==> src/rtl/uart_tx_arbiter.sv <==
// Round-robin arbiter sharing one UART transmitter between NUM_REQ packet sources.
// Define ARB_TIMEOUT_EN to enable the idle-lock timeout; by default locks last until i_req drops.
//
// state  | meaning
// IDLE   | no grant, waiting for an eligible request with the transmitter idle
// LOCKED | grant held by source r_ptr, its byte strobes are forwarded
// DRAIN  | grant released, waiting for the last byte to leave the transmitter
module uart_tx_arbiter #(
    parameter int NUM_REQ        = 3,
    parameter int TIMEOUT_CYCLES = 1000000
) (
    input  logic                   i_clk,
    input  logic                   i_rst,
    input  logic [NUM_REQ-1:0]     i_req,
    input  logic [NUM_REQ-1:0]     i_send_byte,
    input  logic [8*NUM_REQ-1:0]   i_byte,
    input  logic                   i_tx_busy,
    output logic [NUM_REQ-1:0]     o_grant,
    output logic [NUM_REQ-1:0]     o_busy,
    output logic                   o_tx_send,
    output logic [7:0]             o_tx_byte,
    output logic                   o_active,
    output logic                   o_timeout
);
    localparam int PW = (NUM_REQ > 1) ? $clog2(NUM_REQ) : 1;

    localparam logic [1:0] S_IDLE   = 2'd0;
    localparam logic [1:0] S_LOCKED = 2'd1;
    localparam logic [1:0] S_DRAIN  = 2'd2;

    if (NUM_REQ < 2 || NUM_REQ > 8 || TIMEOUT_CYCLES < 2) begin : g_param_check
        $error("uart_tx_arbiter: parameter out of range");
    end

    logic [1:0]          r_state;
    logic [NUM_REQ-1:0]  r_grant;
    logic [PW-1:0]       r_ptr;
    logic                r_tx_send;
    logic [7:0]          r_tx_byte;
    logic                r_pend;
    logic                r_timeout;

    logic                w_line_busy;
    logic [NUM_REQ-1:0]  w_elig;
    logic                w_found;
    logic [PW-1:0]       w_win;
    logic [PW-1:0]       w_idx;
    logic [NUM_REQ-1:0]  w_win_oh;
    logic                w_req_g;
    logic [7:0]          w_byte_g;
    logic                w_fire;
    logic                w_revoke;

    // pend bridges the gap between our strobe and the transmitter raising busy
    assign w_line_busy = i_tx_busy | r_tx_send | r_pend;
    assign o_busy      = ~r_grant | {NUM_REQ{w_line_busy}};
    assign w_req_g     = i_req[r_ptr];
    assign w_byte_g    = i_byte[int'(r_ptr)*8 +: 8];
    assign w_fire      = (r_state == S_LOCKED) & i_send_byte[r_ptr] & ~w_line_busy;
    assign w_win_oh    = {{(NUM_REQ-1){1'b0}}, 1'b1} << w_win;

`ifdef ARB_TIMEOUT_EN
    localparam int CW = $clog2(TIMEOUT_CYCLES + 1);

    logic [CW-1:0]       r_cnt;
    logic [NUM_REQ-1:0]  r_mask;

    assign w_revoke = (r_state == S_LOCKED) && w_req_g && !w_fire &&
                      (r_cnt == CW'(TIMEOUT_CYCLES - 1));
    assign w_elig   = i_req & ~r_mask;

    // A revoked source stays masked until it lets go of its request
    always_ff @(posedge i_clk or posedge i_rst) begin
        if (i_rst) begin
            r_cnt  <= '0;
            r_mask <= '0;
        end else begin
            if (r_state != S_LOCKED || w_fire)
                r_cnt <= '0;
            else
                r_cnt <= r_cnt + 1'b1;
            r_mask <= (r_mask | (w_revoke ? r_grant : '0)) & i_req;
        end
    end
`else
    assign w_revoke = 1'b0;
    assign w_elig   = i_req;
`endif

    always_comb begin
        w_found = 1'b0;
        w_win   = r_ptr;
        w_idx   = r_ptr;
        for (int i = 0; i < NUM_REQ; i++) begin
            w_idx = (w_idx == PW'(NUM_REQ - 1)) ? '0 : w_idx + 1'b1;
            if (!w_found && w_elig[w_idx]) begin
                w_found = 1'b1;
                w_win   = w_idx;
            end
        end
    end

    always_ff @(posedge i_clk or posedge i_rst) begin
        if (i_rst) begin
            r_state   <= S_IDLE;
            r_grant   <= '0;
            r_ptr     <= PW'(NUM_REQ - 1);
            r_tx_send <= 1'b0;
            r_tx_byte <= 8'h00;
            r_pend    <= 1'b0;
            r_timeout <= 1'b0;
        end else begin
            r_tx_send <= w_fire;
            r_timeout <= w_revoke;
            if (w_fire)
                r_tx_byte <= w_byte_g;
            if (r_tx_send)
                r_pend <= 1'b1;
            else if (i_tx_busy)
                r_pend <= 1'b0;

            case (r_state)
                S_IDLE: begin
                    if (w_found && !i_tx_busy) begin
                        r_grant <= w_win_oh;
                        r_ptr   <= w_win;
                        r_state <= S_LOCKED;
                    end
                end
                S_LOCKED: begin
                    if (!w_req_g || w_revoke) begin
                        r_grant <= '0;
                        r_state <= S_DRAIN;
                    end
                end
                S_DRAIN: begin
                    if (!w_line_busy)
                        r_state <= S_IDLE;
                end
                default: begin
                    r_grant <= '0;
                    r_state <= S_IDLE;
                end
            endcase
        end
    end

    assign o_grant   = r_grant;
    assign o_tx_send = r_tx_send;
    assign o_tx_byte = r_tx_byte;
    assign o_active  = (r_state != S_IDLE);
    assign o_timeout = r_timeout;

endmodule

==> config.mk <==
export PLATFORM = sky130hd
export DESIGN_NAME = uart_tx_arbiter
export DESIGN_NICKNAME = d
export VERILOG_FILES = /design/src/rtl/uart_tx_arbiter.sv
export SDC_FILE = /design/constraint.sdc
export NUM_CORES = 1
export LEC_CHECK = 0
export ABC_AREA = 1
export BUFFER_PORTS_ARGS = -buffer_cell sky130_fd_sc_hd__buf_2
export CORE_AREA = 4 4 59 61
export CTS_CLUSTER_SIZE = 25
export DETAILED_ROUTE_END_ITERATION = 8
export DIE_AREA = 0 0 63 65
export PLACE_DENSITY = 0.8
export SLEW_MARGIN = 5
export SYNTH_ARGS = -nofsm -noshare
export SYNTH_HDL_FRONTEND = slang
export SYNTH_SLANG_ARGS = --single-unit
export TNS_END_PERCENT = 1
==> constraint.sdc <==
create_clock -name i_clk -period 1.65 [get_ports i_clk]
set_clock_uncertainty 0.1 [all_clocks]
set_input_delay 0.165 -clock i_clk [delete_from_list [all_inputs] [get_ports i_clk]]
set_output_delay 0.165 -clock i_clk [all_outputs]
set_load 0.005 [all_outputs]
==> metrics.md <==
| Metric | Value |
|---|---|
| Register bit total from synthesis | 17 |
| Net count after synthesis | 167 |
| Via count | 1081 |
| Vias in the first global route | 1027 |
| Residual DRC count | 0 |
| Peak supply drop | 588 uV |
| Final setup fails | 8 |
| Post-DP HPWL | 2200 um |
| ANT cells | 0 |
| Min-Delay Path Class | input pin to flop |
| Root buf cell | clkbuf_4 |
| Total Die Area | 0.00410 sq mm |
| I/O pin count | 50 |
| CP Launch Type | flop |
| Mean Syn Cell Area | 8.68 sq um |
| Post-synth EDFFs | 0 |
| Filler cells | 292 |
| Pins Over Slew Limit | 0 |
| Vias/cell | 4.80 |
| Hold_ws | 0.0282 ns |
| Wire per inst | 12.4 um |
| FMAX | 0.600 GHz |
| Least-Margin Pin Slew | 0.660 ns |
| Worst setup margin | -0.0177 ns |
| RSZ-0062 raised after global routing | true |
| Sink Count | 17 |
| Top cell type's share of synthesized area | 34.4% |
| ANT nets after route | 0 |
| Global-route wire length before repair | 4640 um |
| Clock Latency Late Sink | 0.30 ns |
| Setup crit end kind | flop |
| Worst Path Max Fanout | 17 |
| Post-Route WL | 2800 um |
| Placed cell areas | 0.00145 sq mm |
| Setup TNS | -0.0711 ns |
| CP Data Arrival Time | 1.80 ns |
| Ys Warns | 0 |
| Tmin final | 1.67 ns |
| Sequential share of the synthesized area | 36.7% |
| Slew HR | 56.0% |
| Critical Path RT | 1.78 ns |
| Final hold vios | 0 |
| Multi-input logic area | 651 sq um |
| DIE WIDTH | 63 um |
| RePlAce Congestion | 0.771 |
| Largest net degree at the start of global routing | 18 |
| Drt initial violations | 30 |
| Pwr dens | 1660 mW/mm^2 |
| Fin util | 52.0% |
| Top FF cell, synth | dfrtp_1 |
| Synth top cells by count | 39 x nand2_1, 16 x dfrtp_1, 12 x nor2_1, 9 x inv_1, 8 x a22oi_1 |
| Largest area contributor in the netlist | dfrtp_1 |
| Max cap viols | 0 |
| Gate Count Post-Synth | 134 |
| Lkg Pwr | 0.000791 uW |
| GRT Util Overall | 14.2% |
| TritonCTS Buffers | 3 |
| Synthesized area | 0.00116 sq mm |
| CP Class | flop to flop |
| H-tree Lvls | 1 |
| Failing checks | setup timing |
| Register area | 427 sq um |
| Core box area | 0.00298 sq mm |
| Row count | 20 |
| Finished layout cell area | 0.00155 sq mm |
| Port Buffer Count | 48 |
| Layout Nets | 226 |
| Status | finished with violations |
| Top-count cell post-synth | nand2_1 |
| Async SR Flop Fraction | 100% |
| Initial antenna violation count | 0 |
| Worst-path clk slew | 0.11 ns |
| Remaining Overflow, GRT | 0 |
| Maximum clock path buffer count | 2 |
| Final Power | 2570 uW |
| Yosys cell types | 27 |
| Area delta synth->final | 33.0% |
| Layout cells sized above 1 | 49.5% |
| Initial Util | 39.1% |
| CTS tree | done |
| Fin crit share | 101% |
| DR pass1 iterations | 4 |
| DIE HEIGHT | 65 um |
| Synth top area cells | dfrtp_1 34%, nand2_1 13%, a31oi_2 7.5% |
==> critical path: stages (launching register included) <==
cell and delay (ns):
dfstp_2 0.63, inv_4 0.09, buf_12 0.13, nor2_8 0.08
nand2_2 0.05, nand3_2 0.07, nand3_2 0.08, clkinv_4 0.17
nor2_1 0.07, a31oi_2 0.14
==> cell usage in the layout (no fill, tap or decap), drive strengths merged <==
cell          n
buf          57
nand2        44
nor2         17
dfrtp        16
nand3        13
inv          12
a22oi         8
a31oi         8
o21ai         6
clkbuf        3
clkinv        2
nor3          1
a21o          1
nand4         1
conb          1
dlygate4sd3   1
dfstp         1
==> logic make-up after synthesis <==
group                  count (synthesis)  synth area share (%)
AND/OR/NAND/NOR                       76                  36.1
AO/OA/AOI/OAI                         23                  17.7
flip-flops                            17                  36.7
buffers and inverters                 17                  9.14
other                                  1                 0.322
==> sequential cells by signal, indices dropped and copies added (netlist names) <==
name and count:
r_state 2, o_tx_byte 8, o_tx_send 1, r_pend 1
o_grant 3, r_ptr 2
==> power breakdown <==
part	total [uW]	leakage [uW]	internal (uW)	switching, uW
registers	745	0.000208	608	136
clock network	231	0.0000177	90.2	141
logic	1600	0.000565	720	875
==> worst paths after layout <==
check,startpoint,end,slack (ns),cells past startpoint
worst min register to register,o_grant[2],o_grant[2],0.41,2
worst max-delay path,r_ptr[1],o_tx_byte[1],-0.02,9
min in group asynchronous,i_rst,o_tx_byte[4],0.38,3
worst max register to register,r_ptr[1],o_tx_byte[1],-0.02,9
max in group asynchronous,i_rst,r_ptr[0],0.63,3
worst min-delay path,i_byte[19],o_tx_byte[3],0.03,3
==> metal layers <==
layer | global-route usage, % | up-vias | routed length (um)
li1 | - | 558 | -
met1 | 17.2 | 497 | 1150
met2 | 25.4 | 22 | 1510
met3 | 1.56 | 4 | 93
met4 | 5.79 | 0 | 47
met5 | 0 | - | 0
==> through the flow <==
stage | setup slack, ns | cells
after global routing | -0.135 | 225
after detailed placement | -0.0248 | 216
final | -0.0177 | 225
after floorplan | 0.0873 | 134
after CTS | -0.0207 | 225
after global placement | 0.0187 | 216
==> timing repair <==
action                                  in CTS  in global routing
hold buffers                                 1                  0
gates resized for setup                      4                  1
hold endpoints to repair                    16                  0
endpoints found under the setup margin       3                 13
pin swaps                                    3                  0
buffers inserted                             4                  0
==> cell type report <==
cell class                      count  area share (%)
Timing Repair Buffer               58            22.2
Sequential cell                    17            27.6
Inverter                           13            3.80
Clock inverter                      1           0.323
Multi-Input combinational cell    100            42.0
Tap cell                           33            2.67
Clock buffer                        3            1.46
Power figures use the tool's default switching activity.
